File: src/rtl/multdiv_pkg.sv
// Shared types and constants for the multiply/divide unit: FSM states,
// operand/product widths and the radix-4 Booth select encoding.
package multdiv_pkg;

    localparam int OPERAND_W       = 32;
    localparam int PRODUCT_W       = 64;
    localparam int MULT_ITERATIONS = 16;

    // High accumulator half must hold +/-2A plus a carried partial sum
    localparam int ADDEND_W = OPERAND_W + 2;
    localparam int ACC_W    = ADDEND_W + OPERAND_W + 1;

    typedef enum logic [1:0] {
        IDLE,
        RUN,
        DONE
    } multState_e;

    typedef enum logic [2:0] {
        ZERO,
        PLUS_A,
        PLUS_2A,
        MINUS_A,
        MINUS_2A
    } boothSel_e;

    // True when a full product cannot be represented as a signed 32-bit word
    function automatic logic overflowsWord(input logic [PRODUCT_W-1:0] p);
        return !((&p[PRODUCT_W-1:OPERAND_W-1]) || !(|p[PRODUCT_W-1:OPERAND_W-1]));
    endfunction

endpackage

File: src/rtl/booth_recoder.sv
// Radix-4 Booth recoder: maps a 3-bit multiplier window {b[i+1], b[i], b[i-1]}
// to the multiple of the multiplicand that must be added this step.
module booth_recoder
    import multdiv_pkg::*;
(
    input  logic [2:0] window_i,
    output boothSel_e  sel_o
);

    always_comb begin
        sel_o = ZERO;
        case (window_i)
            3'b001, 3'b010: sel_o = PLUS_A;
            3'b011:         sel_o = PLUS_2A;
            3'b100:         sel_o = MINUS_2A;
            3'b101, 3'b110: sel_o = MINUS_A;
            default:        sel_o = ZERO;
        endcase
    end

endmodule

File: src/rtl/booth_multiplier.sv
// Sequential signed 32x32 radix-4 Booth multiplier, one window per cycle.
// Define BOOTH_MULT_EXCEPTION_EN to drive data_exception; otherwise it is tied low.
module booth_multiplier
    import multdiv_pkg::*;
(
    input  logic                 clock,
    input  logic                 reset,
    input  logic                 ctrl_MULT,
    input  logic [OPERAND_W-1:0] data_operandA,
    input  logic [OPERAND_W-1:0] data_operandB,
    output logic [PRODUCT_W-1:0] product,
    output logic                 data_resultRDY,
    output logic                 data_exception
);

    localparam logic [3:0] LAST_STEP = 4'(MULT_ITERATIONS - 1);

    multState_e           state_q;
    logic [OPERAND_W-1:0] mcand_q;
    logic [ACC_W-1:0]     acc_q;
    logic [ACC_W-1:0]     acc_d;
    logic [3:0]           count_q;
    logic [PRODUCT_W-1:0] product_q;
    logic [PRODUCT_W-1:0] product_d;
    logic                 rdy_q;

    boothSel_e            sel;
    logic [ADDEND_W-1:0]  mcandExt;
    logic [ADDEND_W-1:0]  addend;
    logic [ADDEND_W-1:0]  sumHigh;

    // acc_q = {partial product high half, multiplier bits, implicit b[-1]}
    booth_recoder uRecoder (
        .window_i (acc_q[2:0]),
        .sel_o    (sel)
    );

    always_comb begin
        mcandExt = {{2{mcand_q[OPERAND_W-1]}}, mcand_q};
        addend   = '0;
        case (sel)
            PLUS_A:   addend = mcandExt;
            PLUS_2A:  addend = mcandExt << 1;
            MINUS_A:  addend = -mcandExt;
            MINUS_2A: addend = -(mcandExt << 1);
            default:  addend = '0;
        endcase
        sumHigh   = acc_q[ACC_W-1 -: ADDEND_W] + addend;
        acc_d     = {{2{sumHigh[ADDEND_W-1]}}, sumHigh, acc_q[OPERAND_W:2]};
        product_d = acc_d[PRODUCT_W:1];
    end

`ifdef BOOTH_MULT_EXCEPTION_EN
    logic exception_q;
`endif

    // A start pulse wins in every state, which gives both abort-and-restart
    // from RUN and back-to-back restart straight out of DONE.
    always_ff @(posedge clock) begin
        if (reset) begin
            state_q     <= IDLE;
            mcand_q     <= '0;
            acc_q       <= '0;
            count_q     <= '0;
            product_q   <= '0;
            rdy_q       <= 1'b0;
`ifdef BOOTH_MULT_EXCEPTION_EN
            exception_q <= 1'b0;
`endif
        end else begin
            rdy_q <= 1'b0;
            if (ctrl_MULT) begin
                mcand_q <= data_operandA;
                acc_q   <= {{ADDEND_W{1'b0}}, data_operandB, 1'b0};
                count_q <= '0;
                state_q <= RUN;
            end else begin
                case (state_q)
                    RUN: begin
                        acc_q   <= acc_d;
                        count_q <= count_q + 4'd1;
                        if (count_q == LAST_STEP) begin
                            state_q     <= DONE;
                            product_q   <= product_d;
                            rdy_q       <= 1'b1;
`ifdef BOOTH_MULT_EXCEPTION_EN
                            exception_q <= overflowsWord(product_d);
`endif
                        end
                    end
                    DONE:    state_q <= IDLE;
                    default: state_q <= IDLE;
                endcase
            end
        end
    end

    assign product        = product_q;
    assign data_resultRDY = rdy_q;

`ifdef BOOTH_MULT_EXCEPTION_EN
    assign data_exception = exception_q;
`else
    assign data_exception = 1'b0;
`endif

endmodule

File: config.mk
export PLATFORM = sky130hd
export DESIGN_NAME = booth_multiplier
export DESIGN_NICKNAME = d
export VERILOG_FILES = /design/src/rtl/multdiv_pkg.sv /design/src/rtl/booth_recoder.sv /design/src/rtl/booth_multiplier.sv
export SDC_FILE = /design/constraint.sdc
export NUM_CORES = 1
export LEC_CHECK = 0
export ABC_AREA = 1
export BUFFER_PORTS_ARGS = -buffer_cell sky130_fd_sc_hd__buf_2
export CAP_MARGIN = 10
export CORE_ASPECT_RATIO = 2
export CORE_MARGIN = 4
export CORE_UTILIZATION = 30
export DETAILED_ROUTE_END_ITERATION = 16
export PLACE_DENSITY = 0.5
export SLEW_MARGIN = 20
export SYNTH_ARGS = -nofsm -noshare
export SYNTH_HDL_FRONTEND = slang
export SYNTH_SLANG_ARGS = --single-unit
File: constraint.sdc
create_clock -name clock -period 8.5 [get_ports clock]
set_clock_uncertainty 0.15 [all_clocks]
set_input_delay 0.425 -clock clock [delete_from_list [all_inputs] [get_ports clock]]
set_output_delay 0.425 -clock clock [all_outputs]
set_load 0.02 [all_outputs]
-- Word-level counts from Yosys, hierarchy flattened
Cells that the tools add are included.
- bits in registers: 168
- output and inout port bits: 66
- logic and storage cells: 41
- add/sub/neg operators: 4
- eq/ne operators: 13
- multiplexer cells: 8
- bitwise gates (word level): 2
- reductions and logical operators: 6
- operators by type and width (cell ; count):
    34-bit case mux with 4 select lines ; 1
    34-bit negator ; 2
    33-bit 2-to-1 mux ; 2
    34-bit adder ; 1
    3-bit by 2-bit == test with 1-bit output (second input constant) ; 4
    3-bit == test (second input constant) ; 4
    3-bit case mux with 4 select lines ; 1
    3-bit by 1-bit == test with 1-bit output (second input constant) ; 2
    2-bit OR reduction ; 3
    4-bit by 1-bit adder with 4-bit output (second input constant) ; 1
    4-bit == test (second input constant) ; 1
    1-bit 2-to-1 mux ; 4
    3-bit != test (second input constant) ; 1
    3-bit AND reduction ; 1
    3-bit OR reduction ; 1
    2-bit by 1-bit == test with 1-bit output (second input constant) ; 1
    1-bit NOT ; 2
    2-bit nonzero test ; 1

-- Logic depth before layout (Yosys ltp)
Gate-level depths: netlist of run 1.
- depth after elaboration: 8
- mapped depth: 25
- depth with buffers taken out: 25

-- By module
Synthesis of run 1 repeated with hierarchy kept, for this count alone.
- cells, all modules: 1659
- area total of the unflattened synthesis: 10481.3 um^2
- by module, submodules not included (module ; instances ; cells an instance ; area each (um^2)):
    booth_multiplier ; 1 ; 1650 ; 10436.3
    booth_recoder ; 1 ; 9 ; 45.0

-- Least setup slack after synthesis of run 1
No wires, ideal clock.
- path type: flip-flop to flip-flop
- start point: register mcand_q[0]
- end point: register product_q[61] (netlist: product[61])
- arrival: 2.771 ns
- required time: 8.241 ns
- path slack: 5.470 ns
- cell stages (with the launch flop): 23
- clock period less this slack: 3.030 ns
- cells stage by stage: dfxtp_1 inv_1 ha_1 nand2_2 nor2_4 nand2_4 nor3_4 nand2_2 xor2_1 a21oi_1 nand2_1 ha_1 nand2_1 nor2_1 nor2_1 a21boi_0 nor2_1 nor2_1 nand2_1 nand2_1 nand3_1 nand2_1 inv_1
- longest elaborated chain between the ends: 3
- elaborated cells between the ends (all ways): 4
- those cells by class: 3 x add/sub; 1 x mux
- RTL lines (what ; RTL line ; RTL):
    start, declared ; booth_multiplier.sv:19 ; logic [OPERAND_W-1:0] mcand_q;
    start signal, assigned ; booth_multiplier.sv:73 ; mcand_q <= data_operandA;
    34-bit negator (on tied branches) ; booth_multiplier.sv:44, booth_multiplier.sv:45 ;
    34-bit case mux with 4 select lines (*) ; booth_multiplier.sv:41 ; case (sel)
    34-bit adder (*) ; booth_multiplier.sv:48 ; sumHigh = acc_q[ACC_W-1 -: ADDEND_W] + addend;
    end signal, assigned ; booth_multiplier.sv:84 ; product_q <= product_d;
    end, declared ; booth_multiplier.sv:23 ; logic [PRODUCT_W-1:0] product_q;
Mark *: on every way between the ends. The rest lies on a longest branch, timed or not.
A chain may end at the register's enable or synchronous reset.

-- Worst setup path in the final report of run 1
- start point: register mcand_q[0]
- end point: register acc_q[44]
- longest elaborated chain between the ends: 3
- elaborated cells between the ends (all ways): 4
- those cells by class: 3 x add/sub; 1 x mux
- RTL lines (what ; RTL line ; RTL):
    34-bit negator (on tied branches) ; booth_multiplier.sv:44, booth_multiplier.sv:45 ;
    34-bit case mux with 4 select lines (*) ; booth_multiplier.sv:41 ;
    34-bit adder (*) ; booth_multiplier.sv:48 ;
    end signal, assigned ; booth_multiplier.sv:74 ; acc_q <= {{ADDEND_W{1'b0}}, data_operandB, 1'b0};
    end, declared ; booth_multiplier.sv:20 ; logic [ACC_W-1:0] acc_q;
Marks and branches as above.

==> impl_metrics.json, run 1 <==
{
  "status": "completed",
  "drt_iter0_drc": 535,
  "cts_buffer_depth": 2,
  "synth_nets": 1705,
  "p_seq_share_pct": 42.1,
  "final-setup-viol-count": 0,
  "worst_ir_drop_vdd_mv": 0.141,
  "layout.cells.non_filler": 2147,
  "htree_num_levels": 4,
  "layout.nets": 1795,
  "io_buffers": 131,
  "drcViolationCount": 0,
  "hold-worst-slack_ps": 106,
  "cts_tree": "yes",
  "hold_buffers": 0,
  "max_cap_violations": 0,
  "start_util_pct": 30.3,
  "min_period_over_period_pct": 47.6,
  "area_growth_pct": 15.3,
  "grt_max_degree": 89,
  "timing.final.hold_violations": 0,
  "ys_async_sr_fraction_pct": 0,
  "fill_cells": 3826,
  "die_w_um": 140,
  "hold_class": "input port to flip-flop",
  "routedWlPerCell_um": 18.1,
  "cts_root_buf": "clkbuf_16",
  "critical_path_class": "flip-flop to flip-flop",
  "synth_cells": 1602,
  "vias_per_cell": 4.97,
  "cp.arrival_ps": 4230,
  "cts.sinks": 168,
  "drive_gt1_share_pct": 13.0,
  "grt_use_total_pct": 20.3,
  "min_period_ps": 4050,
  "grt_pass1_wl_um": 59700,
  "p_sw_uw": 613,
  "post-dp-hpwl_um": 30200,
  "crit_path_end_kind": "flip-flop",
  "mostFrequentLayoutCell": "nand2_1",
  "swShare_pct": 30.9,
  "synth.distinct_cells": 57,
  "post_cts_resized": 0,
  "timing.fmax_mhz": 247,
  "final_cell_mix": "301 x nand2_1, 239 x inv_1, 197 x nor2_1",
  "clk_pin_slew_worst_paths_ps": 70,
  "core-area_um2": 34200,
  "cellInternalPower_mw": 1.37,
  "final_util_pct": 35.0,
  "leakage_nw": 5.91,
  "drtAntennaViolNets": 0,
  "start_kind": "flip-flop",
  "gp_congestion": 0.928,
  "numCtsBuffers": 17,
  "p_per_area_nw_per_um2": 166,
  "dp_cells": 2114,
  "tightest_slew_ps": 1020,
  "cp.required_ps": 8680,
  "seq_area_frac_synth_pct": 32.4,
  "drt-pass1-iter-count": 6,
  "netlist_area_um2": 10400,
  "clkLatencyLatePin_ps": 450,
  "power_frac_clock_pct": 40.4,
  "drt_wl_total_um": 38900,
  "grt_overflow": 0,
  "crit_fanout": 5,
  "dr_total_vias": 10700,
  "grt_pass1_vias": 10700,
  "rows": 96,
  "synth_top_flop_cell": "dfxtp_1",
  "yosys_warnings": 0,
  "die_h_um": 271,
  "grt_antenna_before_repair": 1,
  "post_cts_buffers": 0,
  "p_comb_share_pct": 17.5,
  "slew_violations": 0,
  "synth-edff-count": 0,
  "die_area_um2": 37800,
  "slew-limit-headroom_pct": 32.2,
  "grt_setup_unrepaired": "no",
  "ys_ff_latch": 168,
  "fin_tns_setup_ps": 0,
  "pin_count": 133,
  "synth_area_per_cell_um2": 6.48
}
-- sequential cells by signal, indices dropped and copies added (netlist names) --
signal,flops
state_q,2
product,64
mcand_q,32
data_resultRDY,1
acc_q,65
count_q,4
-- stage by stage --
step	total power, mW	cell area [um^2]	setup WS [ps]
after floorplan	1.08	10400	5470
after global placement	1.20	11400	4430
after detailed placement	1.20	11400	4330
after CTS	2.02	12000	4510
after global routing	2.08	12000	4020
final	1.99	12000	4450
-- cell type report --
cell class	instances	area (um^2)	share of cell area [%]
Antenna cell	1	2.50	0.0209
Clock buffer	21	470	3.93
Timing Repair Buffer	137	701	5.85
Inverter	254	953	7.96
Sequential cell	168	3360	28.1
Multi-Input combinational cell	1114	5810	48.5
Tap cell	441	552	4.61
Clock inverter	11	123	1.02
-- final timing paths --
check / slack, ps / cells after the start / start / end
setup / recovery: 4450 / 20 / mcand_q[0]$_SDFFE_PP0P_ / acc_q[44]$_SDFFE_PP0P_
hold / removal: 110 / 3 / data_operandA[19] / mcand_q[19]$_SDFFE_PP0P_
setup reg to reg: 4450 / 20 / mcand_q[0]$_SDFFE_PP0P_ / acc_q[44]$_SDFFE_PP0P_
hold reg to reg: 330 / 2 / product[1]$_SDFFE_PP0P_ / product[1]$_SDFFE_PP0P_
-- layer usage --
metal | up-vias | track usage [%] | share of wire (%) | wire (um)
li1 | 5381 | - | - | -
met1 | 4884 | 18.3 | 33 | 12700
met2 | 297 | 39.6 | 56 | 21600
met3 | 105 | 3.21 | 3.4 | 1320
met4 | 0 | 15.4 | 8.4 | 3250
met5 | - | 0 | 0 | 0
-- power by group through the flow --
stage / clock network (mW) / registers [mW] / logic (mW)
global placement: 0 / 0.854 / 0.348
CTS: 0.831 / 0.836 / 0.351
global route: 0.852 / 0.839 / 0.385
floorplan: 0 / 0.846 / 0.231
finish: 0.803 / 0.836 / 0.348
detailed placement: 0 / 0.854 / 0.348
-- synthesized netlist by cell type, drive strengths merged, types with 4 or more instances --
library cell	instances	share of area, %
a21oi	82	4.0
a221oi	6	0.51
nor2	213	8.5
a221o	4	0.39
nand2	308	11
o2111ai	6	0.51
o211ai	29	2.1
nand3b	14	1.0
buf	19	0.78
nor3	30	1.9
xor2	30	2.5
nand3	146	7.2
o21bai	8	0.69
o21ai	148	7.2
ha	35	4.2
and3	4	0.24
nor4	4	0.30
o22ai	14	0.84
inv	254	9.2
clkbuf	47	1.7
dfxtp	168	32
nand4	13	0.90
-- cells by family after synthesis --
family | count (synthesis) | synth area share [%]
AO/OA/AOI/OAI | 309 | 17.1
XOR/XNOR | 33 | 2.78
adder cells (fa/ha/maj) | 36 | 4.41
buffers and inverters | 320 | 11.7
flip-flops | 168 | 32.4
other | 1 | 0.0361
AND/OR/NAND/NOR | 735 | 31.6
-- worst max-delay path, stage by stage (launching register included) --
cell and delay [ps]:
dfxtp_1 310, inv_1 140, ha_1 220, nand2_2 100
nor2_4 160, nand2_4 110, xor2_1 180, a221oi_1 340
o21ai_0 320, ha_1 430, nand2_1 150, inv_1 50
a21oi_1 240, nor2_1 80, nor2_1 110, o21ai_1 140
inv_1 90, or2_1 110, nand3_1 240, o211ai_1 200
inv_1 60
Note: power is estimated with default switching activity, not from simulation.
==> run 2: changes to the inputs <==
==> constraint.sdc (replaced) <==
create_clock -name clock -period 4.1 [get_ports clock]
set_clock_uncertainty 0.15 [all_clocks]
set_input_delay 0.205 -clock clock [delete_from_list [all_inputs] [get_ports clock]]
set_output_delay 0.205 -clock clock [all_outputs]
set_load 0.02 [all_outputs]
==> run 2 against run 1 <==
- via count is 4.3% higher
- hold slack worse by 67 ps
- flip-flop and latch count stayed put
- cell count is 4.8% higher
- non-clock buffer count is 105 higher
- sequential power is 110% higher
- die area stayed put
- critical path depth is 2 lower
- clock power is 110% higher
- critical path type unchanged
- largest cell class unchanged
==> impl_metrics.json, run 2 (synthesis results as in run 1) <==
{
  "tightest_slew_ps": 1090,
  "htree_num_levels": 4,
  "antenna_cells": 0,
  "max_cap_violations": 0,
  "largest_register_ffs": 65,
  "worst_ir_drop_vdd_mv": 0.284,
  "hold_class": "input port to flip-flop",
  "grt_pass1_wl_um": 60700,
  "crit_fanout": 5,
  "cts.sinks": 168,
  "slew-limit-headroom_pct": 27.2,
  "layout.cells.non_filler": 2251,
  "die_w_um": 140,
  "cts_root_buf": "clkbuf_16",
  "clkLatencyLatePin_ps": 450,
  "core-area_um2": 34200,
  "p_per_area_nw_per_um2": 324,
  "layout.nets": 1900,
  "crit_path_end_kind": "flip-flop",
  "die_area_um2": 37800,
  "critical_path_class": "flip-flop to flip-flop",
  "clk_pin_slew_worst_paths_ps": 70,
  "drtAntennaViolNets": 0,
  "regMostFlops": "acc_q",
  "slew_violations": 0,
  "grt_antenna_before_repair": 1,
  "cp.arrival_ps": 3990,
  "drive_gt1_share_pct": 14.5,
  "timing.fmax_mhz": 263,
  "cp.required_ps": 4300,
  "swShare_pct": 30.5,
  "pin_count": 133,
  "grt_pass1_vias": 11100,
  "final-setup-viol-count": 0,
  "numCtsBuffers": 17,
  "dr_total_vias": 11100,
  "area_growth_pct": 24.9,
  "io_buffers": 131,
  "power_frac_clock_pct": 39.7,
  "drt_wl_total_um": 39600,
  "grt_overflow": 0,
  "p_seq_share_pct": 41.2,
  "cts_buffer_depth": 2,
  "rows": 96,
  "p_comb_share_pct": 19.1,
  "p_sw_mw": 1.28,
  "cellInternalPower_mw": 2.92,
  "leakage_nw": 6.39,
  "grt_use_total_pct": 20.6,
  "grt_max_degree": 83,
  "status": "completed",
  "drcViolationCount": 0,
  "drt_iter0_drc": 625,
  "cts_tree": "yes",
  "fill_cells": 3744,
  "routedWlPerCell_um": 17.6,
  "start_util_pct": 30.3,
  "min_period_ps": 3800,
  "timing.final.hold_violations": 0,
  "vias_per_cell": 4.94,
  "gp_congestion": 0.970,
  "fin_tns_setup_ps": 0,
  "die_h_um": 271,
  "grt_setup_unrepaired": "no",
  "drt-pass1-iter-count": 5,
  "final_cell_mix": "301 x nand2_1, 240 x inv_1, 197 x nor2_1",
  "start_kind": "flip-flop",
  "mostFrequentLayoutCell": "nand2_1",
  "min_period_over_period_pct": 92.6,
  "dp_cells": 2155,
  "post-dp-hpwl_um": 30400
}
==> run 2: worst paths after layout <==
kind	startpoint	to	slack (ps)	cells after the start
setup reg to reg	mcand_q[0]$_SDFFE_PP0P_	acc_q[48]$_SDFFE_PP0P_	300	18
setup / recovery	mcand_q[0]$_SDFFE_PP0P_	acc_q[48]$_SDFFE_PP0P_	300	18
hold reg to reg	product[2]$_SDFFE_PP0P_	product[2]$_SDFFE_PP0P_	330	2
hold / removal	data_operandA[30]	mcand_q[30]$_SDFFE_PP0P_	40	3
==> run 2: through the flow <==
stage          total power, mW  utilization (%)  cell area (um^2)  setup WS, ps  hold slack [ps]
3_5_place_dp              2.52             34.3             11700           126              314
6_report                  4.20             37.9             13000           304             39.2
2_1_floorplan             2.23                -             10400          1070              131
5_1_grt                   4.40             37.9             13000         0.811             21.6
4_1_cts                   4.27             37.9             13000           114             2.02
3_3_place_gp              2.52             34.3             11700          96.3              311
==> run 2: timing repair <==
item,4_1_cts,5_1_grt
hold buffers,64,0
endpoints found under the setup margin,0,4
hold endpoints to repair,64,0
buffers inserted,0,0
gates resized for setup,0,4
==> run 2: worst max-delay path, cell delays in order (launching register included) <==
cell	delay, ps
dfxtp_1	310
inv_1	120
ha_1	210
nand2_2	90
nor2_4	150
nand2_4	100
nor2_4	150
xor2_1	100
a221o_1	350
ha_1	380
a21oi_1	380
nand2_1	190
a21oi_1	220
nand2_1	120
a21oi_2	210
xor2_2	270
nand2_1	80
nand2_1	80
inv_1	30
==> run 2: layer usage <==
| layer | GRT usage, % | vias to the layer above | wire length (um) | part of all wire [%] |
|---|---|---|---|---|
| li1 | - | 5582 | - | - |
| met4 | 16.1 | 2 | 3450 | 8.7 |
| met5 | 0 | - | 13 | 0.033 |
| met3 | 3.08 | 118 | 1360 | 3.4 |
| met2 | 40.1 | 304 | 21900 | 55 |
| met1 | 18.4 | 5118 | 12900 | 32 |
==> run 2: power groups by stage <==
stage | registers [mW] | logic (mW) | clock network [mW]
5_1_grt | 1.74 | 0.884 | 1.78
4_1_cts | 1.73 | 0.807 | 1.73
6_report | 1.73 | 0.803 | 1.67
3_5_place_dp | 1.77 | 0.755 | 0
2_1_floorplan | 1.75 | 0.479 | 0
3_3_place_gp | 1.77 | 0.753 | 0
==> run 2: final cells by class <==
| type | instances | area (um^2) | area share (%) |
|---|---|---|---|
| multi-input combinational | 1114 | 5820 | 44.9 |
| sequential | 168 | 3360 | 25.9 |
| timing repair buffer | 242 | 1690 | 13.0 |
| inverter | 254 | 953 | 7.35 |
| tap | 441 | 552 | 4.25 |
| clock buffer | 22 | 474 | 3.66 |
| clock inverter | 10 | 120 | 0.926 |
